## src/rtl/common_pkg.sv

```systemverilog
// Shared fetch-path types and constants.
package common;

  localparam int unsigned ADDR_WIDTH        = 32;
  localparam int unsigned INSTRUCTION_WIDTH = 32;

  localparam logic [ADDR_WIDTH-1:0] DEFAULT_RESET_PC = 32'h0000_0000;

  typedef enum logic [0:0] {
    RUN,
    FLUSH
  } fetch_state_t;

  typedef struct packed {
    logic [INSTRUCTION_WIDTH-1:0] instr;
    logic [ADDR_WIDTH-1:0]        pc;
  } fetch_entry_t;

  function automatic logic [ADDR_WIDTH-1:0] align_word(input logic [ADDR_WIDTH-1:0] addr);
    return {addr[ADDR_WIDTH-1:2], 2'b00};
  endfunction

endpackage

```

## src/rtl/fetch_fifo.sv

```systemverilog
// Synchronous FIFO with single-cycle flush; head is presented combinationally from storage.
module fetch_fifo #(
  parameter int unsigned WIDTH = 64,
  parameter int unsigned DEPTH = 2
) (
  input  logic                         clk,
  input  logic                         rst,
  input  logic                         flush,
  input  logic                         push,
  input  logic [WIDTH-1:0]             push_data,
  input  logic                         pop,
  output logic [WIDTH-1:0]             pop_data,
  output logic [$clog2(DEPTH+1)-1:0]   count,
  output logic                         empty
);

  localparam int unsigned PtrW = (DEPTH > 1) ? $clog2(DEPTH) : 1;
  localparam int unsigned CntW = $clog2(DEPTH + 1);

  logic [WIDTH-1:0] mem_q [DEPTH];
  logic [PtrW-1:0]  wr_ptr_q, wr_ptr_d;
  logic [PtrW-1:0]  rd_ptr_q, rd_ptr_d;
  logic [CntW-1:0]  count_q, count_d;
  logic             full;
  logic             do_push;
  logic             do_pop;

  function automatic logic [PtrW-1:0] ptr_inc(input logic [PtrW-1:0] p);
    return (p == PtrW'(DEPTH - 1)) ? '0 : p + PtrW'(1);
  endfunction

  assign empty    = (count_q == '0);
  assign full     = (count_q == CntW'(DEPTH));
  assign do_pop   = pop && !empty;
  // A pop frees the slot the push writes into, so push-when-full is legal with a pop.
  assign do_push  = push && (!full || do_pop);
  assign pop_data = mem_q[rd_ptr_q];
  assign count    = count_q;

  always_comb begin
    wr_ptr_d = wr_ptr_q;
    rd_ptr_d = rd_ptr_q;
    count_d  = count_q;
    if (flush) begin
      wr_ptr_d = '0;
      rd_ptr_d = '0;
      count_d  = '0;
    end else begin
      if (do_push) wr_ptr_d = ptr_inc(wr_ptr_q);
      if (do_pop)  rd_ptr_d = ptr_inc(rd_ptr_q);
      unique case ({do_push, do_pop})
        2'b10:   count_d = count_q + CntW'(1);
        2'b01:   count_d = count_q - CntW'(1);
        default: count_d = count_q;
      endcase
    end
  end

  always_ff @(posedge clk) begin
    if (rst) begin
      wr_ptr_q <= '0;
      rd_ptr_q <= '0;
      count_q  <= '0;
    end else begin
      wr_ptr_q <= wr_ptr_d;
      rd_ptr_q <= rd_ptr_d;
      count_q  <= count_d;
    end
  end

  always_ff @(posedge clk) begin
    if (do_push && !flush) mem_q[wr_ptr_q] <= push_data;
  end

endmodule

```

## src/rtl/instr_fetch.sv

```systemverilog
// Credit-based instruction fetch: issues sequential requests, buffers in-order responses,
// and discards responses that were in flight when a redirect arrived.
module instr_fetch
  import common::*;
#(
  parameter logic [ADDR_WIDTH-1:0] RESET_PC  = DEFAULT_RESET_PC,
  parameter int unsigned           BUF_DEPTH = 2
) (
  input  logic                         clk,
  input  logic                         rst,
  output logic                         imem_req_valid,
  input  logic                         imem_req_ready,
  output logic [ADDR_WIDTH-1:0]        imem_req_addr,
  input  logic                         imem_rsp_valid,
  input  logic [INSTRUCTION_WIDTH-1:0] imem_rsp_data,
  input  logic                         redirect_valid,
  input  logic [ADDR_WIDTH-1:0]        redirect_pc,
  output logic                         id_valid,
  input  logic                         id_ready,
  output logic [INSTRUCTION_WIDTH-1:0] id_instruction,
  output logic [ADDR_WIDTH-1:0]        id_pc
);

  localparam int unsigned CntW = $clog2(BUF_DEPTH + 1);

  fetch_state_t          state_q, state_d;
  logic [ADDR_WIDTH-1:0] pc_q, pc_d;
  logic [CntW-1:0]       outstanding_q, outstanding_d;
  logic [CntW-1:0]       stale_q, stale_d;

  logic [CntW-1:0]       buf_count;
  logic                  buf_empty;
  logic [CntW:0]         credits_used;
  logic                  req_fire;
  logic                  buf_push;
  logic                  buf_pop;
  logic [ADDR_WIDTH-1:0] rsp_pc;
  fetch_entry_t          push_entry;
  fetch_entry_t          head_entry;

  assign credits_used   = {1'b0, outstanding_q} + {1'b0, buf_count};
  assign imem_req_valid = !rst && (state_q == RUN) && !redirect_valid &&
                          (credits_used < (CntW + 1)'(BUF_DEPTH));
  assign imem_req_addr  = pc_q;
  assign req_fire       = imem_req_valid && imem_req_ready;

  // In RUN every outstanding request is sequential and ends just below pc_q, so the
  // oldest (the one responding now) sits outstanding_q words back.
  assign rsp_pc = pc_q - (ADDR_WIDTH'(outstanding_q) << 2);

  assign push_entry = '{instr: imem_rsp_data, pc: rsp_pc};
  assign buf_push   = (state_q == RUN) && imem_rsp_valid && !redirect_valid;
  assign buf_pop    = id_valid && id_ready && !redirect_valid;

  assign id_valid       = !rst && !buf_empty;
  assign id_instruction = rst ? '0 : head_entry.instr;
  assign id_pc          = rst ? '0 : head_entry.pc;

  fetch_fifo #(
    .WIDTH ($bits(fetch_entry_t)),
    .DEPTH (BUF_DEPTH)
  ) u_fetch_fifo (
    .clk       (clk),
    .rst       (rst),
    .flush     (redirect_valid),
    .push      (buf_push),
    .push_data (push_entry),
    .pop       (buf_pop),
    .pop_data  (head_entry),
    .count     (buf_count),
    .empty     (buf_empty)
  );

  always_comb begin
    pc_d = pc_q;
    if (redirect_valid) begin
      pc_d = align_word(redirect_pc);
    end else if (req_fire) begin
      pc_d = pc_q + ADDR_WIDTH'(4);
    end
  end

  always_comb begin
    outstanding_d = outstanding_q;
    unique case ({req_fire, imem_rsp_valid})
      2'b10:   outstanding_d = outstanding_q + CntW'(1);
      2'b01:   outstanding_d = outstanding_q - CntW'(1);
      default: outstanding_d = outstanding_q;
    endcase
  end

  always_comb begin
    state_d = state_q;
    stale_d = stale_q;
    if (redirect_valid) begin
      // A response landing in the redirect cycle is dropped right now, so it is not stale.
      stale_d = outstanding_q - CntW'(imem_rsp_valid);
      state_d = (stale_d != '0) ? FLUSH : RUN;
    end else begin
      unique case (state_q)
        RUN: begin
          state_d = RUN;
        end
        FLUSH: begin
          if (imem_rsp_valid) begin
            stale_d = stale_q - CntW'(1);
            if (stale_d == '0) state_d = RUN;
          end
        end
        default: state_d = RUN;
      endcase
    end
  end

  always_ff @(posedge clk) begin
    if (rst) begin
      state_q       <= RUN;
      pc_q          <= RESET_PC;
      outstanding_q <= '0;
      stale_q       <= '0;
    end else begin
      state_q       <= state_d;
      pc_q          <= pc_d;
      outstanding_q <= outstanding_d;
      stale_q       <= stale_d;
    end
  end

endmodule

```

## config.mk

```make
export PLATFORM = sky130hd
export DESIGN_NAME = instr_fetch
export DESIGN_NICKNAME = d
export VERILOG_FILES = /design/src/rtl/common_pkg.sv /design/src/rtl/fetch_fifo.sv /design/src/rtl/instr_fetch.sv
export SDC_FILE = /design/constraint.sdc
export NUM_CORES = 1
export LEC_CHECK = 0
export ABC_AREA = 1
export BUFFER_PORTS_ARGS = -buffer_cell sky130_fd_sc_hd__buf_4
export CAP_MARGIN = 5
export CORE_MARGIN = 4
export CORE_UTILIZATION = 30
export DETAILED_ROUTE_END_ITERATION = 12
export GPL_ROUTABILITY_DRIVEN = 0
export GPL_TIMING_DRIVEN = 0
export PLACE_DENSITY = 0.5
export SLEW_MARGIN = 40
export SYNTH_ARGS = -nofsm -noshare
export SYNTH_HDL_FRONTEND = slang
export SYNTH_SLANG_ARGS = --single-unit
```

## constraint.sdc

```tcl
create_clock -name clk -period 8.4 [get_ports clk]
set_input_delay 0.84 -clock clk [delete_from_list [all_inputs] [get_ports clk]]
set_output_delay 0.84 -clock clk [all_outputs]
set_load 0.03 [all_outputs]
```

# Word level (Yosys, flattened, before mapping)
# Memories as Yosys holds them, arrays and structs flattened. A register that Yosys moved wholly into a read port is not among the register bits.
# Index checks and enable logic that the tools add are counted.
# word_totals
regBits	41
latch_bits	0
ram_bits	128
rom_bits	0
input_bits	70
out_inout_bits	98
wordCells	74
memories	1
# mem_list
memory	words	word_bits	rd	rd_clocked_by_memory_dff	wr	line	rtl
u_fetch_fifo.mem_q	2	64	1	1	1	fetch_fifo.sv:20	logic [WIDTH-1:0] mem_q [DEPTH];
# classes
n_addsub	11
multipliers	0
div_mod_pow	0
magnitude_cmp	1
n_eq_ne	5
n_shift	0
mux	20
bitwise	1
reduce_logical	27
# op_table
cell	n
two-way mux 32 bit	4
adder 32 x 3 -> 32 bit (second input constant)	1
subtractor 32 x 4 -> 32 bit	1
logical AND 1 bit	12
nonzero test 2 bit	6
two-way mux 1 bit	10
one-hot mux 2 bit (2 select lines)	2
equality test 2 bit (second input constant)	3
two-way mux 2 bit	3
subtractor 2 x 1 -> 2 bit (second input constant)	3
adder 2 x 1 -> 2 bit (second input constant)	2
equality test 2 x 1 -> 1 bit (second input constant)	2
zero test 1 bit	4
zero test 2 bit	2
adder 2 x 2 -> 3 bit	1
< comparator 3 x 2 -> 1 bit (second input constant)	1
adder 1 bit (second input constant)	2
one-hot mux 1 bit (2 select lines)	1
AND reduction 2 bit	1
OR reduction 2 bit	1
subtractor 2 x 1 -> 2 bit	1
logical OR 1 bit	1
NOT 1 bit	1

# Logic depth before layout (Yosys ltp)
# Gate-level depths: netlist of the first run.
# depth
depth_word	11
mapped_depth	12
depth_no_buf	12

# By module
# A second synthesis of the first run with hierarchy kept.
# hier_totals
cells_unflattened	894
area_unflattened_um2	8630.8
# by_module_without_submodules
module	instances	cells_each	area_per_inst_um2	seq_area_each_um2
fetch_fifo	1	235	4892.2	3943.8
instr_fetch	1	659	3738.6	700.7

# Worst setup path after synthesis of the first run
# Ideal clock, no wire load.
# synth_timing
kind	input port to flip-flop
from	input rst
to	memory u_fetch_fifo.mem_q[1][10] (enable)
setup_time_ns	0.483
t_arrival_ns	4.110
required_ns	7.917
path_slack_ns	3.806
stages	6
path_buffers	1
cell_sequence	buf_6 -> nor2_2 -> nand2_1 -> a31oi_1 -> inv_1 -> nor2_1
# synth_between
elab_chain_len	10
# synth_lines
item	line	rtl
start, declared	instr_fetch.sv:10	input logic rst,
zero test 1 bit	instr_fetch.sv:55	assign id_valid = !rst && !buf_empty;
logical AND 1 bit	instr_fetch.sv:55	
logical AND 1 bit (2 in series)	instr_fetch.sv:53	assign buf_pop = id_valid && id_ready && !redirect_valid;
logical AND 1 bit	fetch_fifo.sv:34	assign do_pop = pop && !empty;
logical OR 1 bit	fetch_fifo.sv:36	assign do_push = push && (!full || do_pop);
logical AND 1 bit	fetch_fifo.sv:36	
logical AND 1 bit	fetch_fifo.sv:72	if (do_push && !flush) mem_q[wr_ptr_q] <= push_data;
two-way mux 1 bit	fetch_fifo.sv:72	
two-way mux 1 bit (implied by the code)	fetch_fifo.sv:72	
end, declared	fetch_fifo.sv:20	
# Every way passes these cells.

# Worst setup path after layout of the first run
# layout_timing
from	input rst
to	output id_pc[5]
# layout_between
elab_chain_len	1
# layout_lines
item	line	rtl
two-way mux 32 bit	instr_fetch.sv:57	assign id_pc = rst ? '0 : head_entry.pc;
end, declared	instr_fetch.sv:21	output logic [ADDR_WIDTH-1:0] id_pc
# Every way passes these cells.

==> results of run 1 <==
==> critical path: stages <==
cell and delay, ns:
buf_6 0.12, inv_1 0.16, clkbuf_1 0.61, clkbuf_1 0.39, o21ai_0 0.15, nor2_1 0.19, buf_4 0.20
==> stage by stage <==
stage / hold WS [ns] / cell area [um2] / worst slack (ns) / std cells / util, %
floorplan: 0.461 / 8120 / 3.81 / 897 / -
global placement: 0.470 / 9740 / 1.84 / 1392 / 37.0
detailed placement: 0.483 / 9910 / 4.82 / 1400 / 37.7
CTS: 0.495 / 10500 / 4.83 / 1432 / 40.0
global route: 0.535 / 10500 / 4.70 / 1432 / 40.0
finish: 0.495 / 10500 / 4.89 / 1432 / 40.0
==> area by class of cell <==
type | instances | area share [%]
clock inverters | 15 | 1.82
clock buffers | 17 | 4.04
repair buffers | 168 | 12.9
inverters | 75 | 2.70
well taps | 335 | 3.98
plain buffers | 43 | 2.06
multi-input cells | 615 | 29.5
flip-flops and latches | 164 | 43.0
==> logic make-up (layout without fill, tap and decap cells) <==
group | after synthesis | count (layout) | synth area share, %
flip-flops | 164 | 164 | 55.8
AND/OR/NAND/NOR | 423 | 423 | 23.4
buffers and inverters | 118 | 318 | 6.18
AO/OA/AOI/OAI | 145 | 145 | 9.34
adder cells (fa/ha/maj) | 8 | 8 | 1.42
other | 1 | 4 | 0.0463
XOR/XNOR | 35 | 35 | 3.78
==> flip-flops by register name, indices dropped and copies added (netlist names), named ones only <==
signal / cells
u_fetch_fifo.mem_q: 124
imem_req_addr: 30
outstanding_q: 2
stale_q: 2
u_fetch_fifo.count: 2
state_q: 1
u_fetch_fifo.rd_ptr_q: 1
u_fetch_fifo.wr_ptr_q: 1
==> Yosys cell counts, types with 5 or more instances <==
| cell type | count | area share [%] |
|---|---|---|
| nand2_1 | 133 | 6.2 |
| o21ai_1 | 13 | 0.80 |
| dfxtp_1 | 40 | 9.9 |
| edfxtp_1 | 124 | 46 |
| inv_1 | 68 | 3.1 |
| buf_2 | 8 | 0.49 |
| o21ai_0 | 81 | 5.0 |
| clkbuf_1 | 25 | 1.2 |
| nor2_4 | 9 | 1.3 |
| nor2_1 | 201 | 9.3 |
| inv_2 | 5 | 0.23 |
| nand3_1 | 34 | 2.1 |
| nand4_1 | 7 | 0.54 |
| nor2_2 | 9 | 0.69 |
| a31oi_1 | 11 | 0.85 |
| xor2_1 | 35 | 3.8 |
| ha_1 | 6 | 0.93 |
| a21oi_1 | 33 | 2.0 |
| nor3_1 | 7 | 0.43 |
| buf_4 | 6 | 0.56 |
==> per-layer routing <==
metal  vias to the layer above  wire length [um]  GRT usage [%]
met5                         -                 0              0
met4                         0               297           4.00
met3                        18              1040           3.13
met2                       180             10400           24.4
met1                      2861             10700           21.0
li1                       3334                 -              -
==> report_power, final <==
| group | switching, uW | total [uW] | leakage (uW) | internal (uW) |
|---|---|---|---|---|
| Combinational | 192 | 302 | 0.00255 | 109 |
| Clock | 336 | 811 | 0.000299 | 476 |
| Sequential | 22.4 | 936 | 0.00148 | 914 |
==> how the worst min path moves through the flow <==
| stage | endpoint | startpoint | depth (start not counted) | slack (ns) |
|---|---|---|---|---|
| finish | u_fetch_fifo.rd_ptr_q | u_fetch_fifo.rd_ptr_q | 2 | 0.50 |
| global route | u_fetch_fifo.rd_ptr_q | u_fetch_fifo.rd_ptr_q | 2 | 0.53 |
| CTS | u_fetch_fifo.rd_ptr_q | u_fetch_fifo.rd_ptr_q | 2 | 0.49 |
| detailed placement | u_fetch_fifo.rd_ptr_q | u_fetch_fifo.rd_ptr_q | 2 | 0.48 |
| global placement | u_fetch_fifo.rd_ptr_q | u_fetch_fifo.rd_ptr_q | 2 | 0.47 |
| floorplan | flop | u_fetch_fifo.rd_ptr_q | 2 | 0.46 |
==> results.py, run 1 <==
metrics = {
    "outcome": {
        "outcome": "finished, final reports clean",
    },
    "route": {
        "avgRoutedWirePerCell_um": 15.7,
        "drt_iter0_markers": 328,
        "drt-total-wl_um": 22500,
        "drc": 0,
        "vias": 6393,
        "avgViaCountPerCell": 4.46,
        "ant_nets": 0,
        "drtPass1Iterations": 5,
    },
    "clock_network": {
        "holdBufCountCts": 0,
        "clock_latency_ns": 0.43,
        "cts_max_level": 4,
        "cts_resized": 0,
        "cts_buffers": 17,
        "clk_pin_slew_worst_paths_ns": 0.06,
        "cts_sinks": 164,
        "cts_tree": "built",
        "post_cts_buffers": 0,
        "cts_root_buf": "clkbuf_16",
        "clk_path_buf_depth": 2,
    },
    "sta": {
        "period_needed_ns": 3.51,
        "period_share_pct": 41.8,
        "slew_headroom_pct": 48.9,
        "worst_slew_pin_slew_ns": 0.766,
        "final_hold_viol_count": 0,
        "max_freq_mhz": 285,
        "slew_viol_final": 0,
        "grt_setup_unrepaired": "false",
        "setup-violations-final": 0,
        "fin_skew_ns": 0.0235,
        "fin_tns_setup_ns": 0,
    },
    "placed_design": {
        "numPortBuffers": 160,
        "hpwl_um": 17200,
    },
    "global_route": {
        "grt_usage_pct": 15.2,
        "grt_pass1_vias": 6325,
        "antenna_found_initial": 0,
        "grt_start_max_net_pins": 19,
        "grt_pass1_wl_um": 34500,
        "overflow": 0,
    },
    "synthesis": {
        "synth-seq-cells": 164,
        "async_reset_ff_share_pct": 0,
        "ys_seq_area_share_pct": 55.8,
        "ys_types": 43,
        "synth_warnings": 0,
        "synth_edf_count": 124,
        "dominantRegCellSynth": "edfxtp_1",
        "syn_inst": 894,
        "synthesis.area_mm2": 0.00810,
        "syn_avg_cell_area_um2": 9.06,
    },
    "setup_path": {
        "crit_path_end_kind": "primary output",
        "crit_path_end": "id_pc[5]",
        "crit_arrival_ns": 2.67,
        "rr_endpoint": "outstanding_q[1]",
        "crit_type": "primary input to primary output",
        "reg2regPathDepth": 12,
        "worstSetupStartpointType": "primary input",
        "crit_start": "rst",
        "r2r-start": "outstanding_q[0]",
        "path_max_fanout": 10,
        "r2r_setup_slack_ns": 6.03,
        "cp.required_ns": 7.56,
    },
    "final_layout": {
        "layout_commonest_cell": "nor2_1",
        "num_antenna_cells": 0,
        "drive_gt1_share_pct": 23.9,
        "multi_input_area_mm2": 0.00311,
        "nets": 1162,
        "regArea_mm2": 0.00452,
        "layout_common_cells": "199 x nor2_1, 166 x buf_4, 133 x nand2_1",
        "n_fill_cell": 2693,
        "syn2layout_area_growth_pct": 29.9,
    },
    "power": {
        "p_leak_uw": 0.00433,
        "p_total_uw": 2050,
        "irDropWorstVdd_mv": 0.0913,
        "power_density_mw_per_mm2": 195,
    },
    "die": {
        "io_pins": 168,
        "initial_core_util_pct": 30.8,
        "core_area_mm2": 0.0263,
        "fp.dieH_um": 172,
        "num_rows": 59,
        "die_w_um": 172,
        "fp.dieArea_mm2": 0.0297,
    },
    "flow_run": {
        "drv_cap": 0,
    },
    "hold_path": {
        "min_path_type": "flop to flop",
    },
}
Note: power is estimated with default switching activity, not from simulation.
==> run 2, diff against run 1 <==
Clock period 8.4 ns to 3.45 ns, I/O delays scaled along.
==> run 2 against run 1 <==
- clock skew fell by 0.0071 ns
- largest power group unchanged
- clock-buffer cell count did not move
- register-to-register slack got worse by 4.9 ns
- clock power rose by 140%
- non-clock buffer count fell by 1
- global-route usage rose by 0.064 points
==> results.py, run 2 (synthesis results as in run 1) <==
metrics = {
    "die": {
        "initial_core_util_pct": 30.8,
        "fp.dieH_um": 172,
        "num_rows": 59,
        "die_w_um": 172,
        "fp.dieArea_mm2": 0.0297,
        "io_pins": 168,
        "core_area_mm2": 0.0263,
    },
    "clock_network": {
        "cts_resized": 0,
        "clk_path_buf_depth": 2,
        "clk_pin_slew_worst_paths_ns": 0.08,
        "cts_max_level": 4,
        "cts_buffers": 17,
        "clock_latency_ns": 0.43,
        "holdBufCountCts": 0,
        "cts_root_buf": "clkbuf_16",
        "cts_tree": "built",
        "cts_sinks": 164,
        "post_cts_buffers": 0,
    },
    "hold_path": {
        "min_path_type": "primary input to flop",
        "hold_path_startpoint": "imem_rsp_data[8]",
        "hold_depth": 1,
        "hold_path_end": "u_fetch_fifo.mem_q[1][40]",
    },
    "sta": {
        "worst_slew_pin_slew_ns": 0.748,
        "setup_slack_ns": 0.923,
        "setup-violations-final": 0,
        "final_hold_viol_count": 0,
        "fin_skew_ns": 0.0163,
        "period_share_pct": 73.3,
        "fin_tns_setup_ns": 0,
        "max_freq_mhz": 396,
        "period_needed_ns": 2.53,
        "grt_setup_unrepaired": "false",
        "slew_viol_final": 0,
        "slew_headroom_pct": 50.1,
    },
    "setup_path": {
        "cp.required_ns": 3.11,
        "reg2regPathDepth": 12,
        "crit_path_end_kind": "primary output",
        "cp_cell_sequence": "clkbuf_1, inv_2, clkbuf_1, nor2_1, nor2_1, buf_4",
        "cpPeakStageDelay_ns": 0.49,
        "rr_endpoint": "outstanding_q[1]",
        "r2r-start": "outstanding_q[0]",
        "worstSetupStartpointType": "flop",
        "crit_arrival_ns": 2.18,
        "path_max_fanout": 10,
        "crit_type": "flop to primary output",
        "slowest_stage": "clkbuf_1",
        "r2r_setup_slack_ns": 1.10,
    },
    "power": {
        "p_total_uw": 4930,
        "power_density_mw_per_mm2": 470,
        "p_leak_uw": 0.00431,
        "irDropWorstVdd_mv": 0.264,
    },
    "placed_design": {
        "place_area_mm2": 0.00988,
        "hpwl_um": 17400,
        "dp_slack_ns": 0.880,
        "dp_cells": 1399,
        "numPortBuffers": 160,
    },
    "route": {
        "route.met3.wl_um": 1160,
        "dr_wl_met2_um": 10600,
        "ant_nets": 0,
        "vias": 6504,
        "avgViaCountPerCell": 4.55,
        "wl_met1_um": 10600,
        "drt-total-wl_um": 22700,
        "drc": 0,
        "drt_iter0_markers": 484,
        "avgRoutedWirePerCell_um": 15.8,
        "dr.max_layer_used": "met4",
        "drtPass1Iterations": 5,
    },
    "global_route": {
        "grt_usage_pct": 15.3,
        "overflow": 0,
        "antenna_found_initial": 0,
        "grt_pass1_wl_um": 34800,
        "grt_start_max_net_pins": 20,
        "grt_pass1_vias": 6368,
    },
    "final_layout": {
        "largest_register_ffs": 124,
        "layout_commonest_cell": "nor2_1",
        "syn2layout_area_growth_pct": 29.4,
        "layout_common_cells": "199 x nor2_1, 166 x buf_4, 133 x nand2_1",
        "nets": 1161,
        "fin_area_mm2": 0.0105,
        "drive_gt1_share_pct": 23.9,
        "top_register": "u_fetch_fifo.mem_q",
        "finalNonFillerCells": 1431,
        "num_antenna_cells": 0,
        "n_fill_cell": 2716,
    },
    "flow_run": {
        "drv_cap": 0,
    },
    "outcome": {
        "outcome": "finished, final reports clean",
    },
}
run 2: changes by cell type in the layout (fill, tap and decap cells not counted), sizes merged:
| cell | delta |
|---|---|
| buf | -1 |
| bufinv | -2 |
| inv | +2 |
run 2: layer usage:
metal  vias to the layer above  global-route usage (%)
li1                       3341                       -
met1                      2986                    20.9
met2                       163                    24.9
met3                        14                    2.93
met4                         0                    4.14
met5                         -                       0
run 2: cell type report:
cell class	instances	area, um2	area share, %
Inverter	75	284	2.71
Buffer	43	216	2.06
Clock buffer	17	425	4.06
Timing Repair Buffer	167	1330	12.7
Tap cell	335	419	4.00
Sequential cell	164	4520	43.2
Multi-Input combinational cell	615	3110	29.6
Clock inverter	15	179	1.71
run 2: where the power goes:
group	total, uW	internal, uW	switching [uW]
Sequential	2280	2220	56.2
Combinational	727	260	467
Clock	1920	1040	880
run 2: stage by stage:
| step | hold slack (ns) | util (%) |
|---|---|---|
| floorplan | 0.444 | - |
| global placement | 0.470 | 37.1 |
| detailed placement | 0.480 | 37.6 |
| CTS | 0.0702 | 39.9 |
| global route | 0.0698 | 39.9 |
| finish | 0.0933 | 39.9 |
run 2: critical path: cells and delay by family (launching register included):
kind                   cells  cell delay, ns
DFF                        1            0.32
and+or+nand+nor            2            0.23
buffers and inverters      4            1.20
run 2: worst max path at each step:
stage | startpoint | end | slack, ns
floorplan | rst | u_fetch_fifo.mem_q[1][10] | 0.38
global placement | redirect_valid | u_fetch_fifo.mem_q[1][57] | -0.84
detailed placement | rst | id_pc[20] | 0.88
CTS | flop | id_pc[20] | 0.78
global route | flop | id_pc[20] | 0.70
finish | flop | id_instruction[5] | 0.92
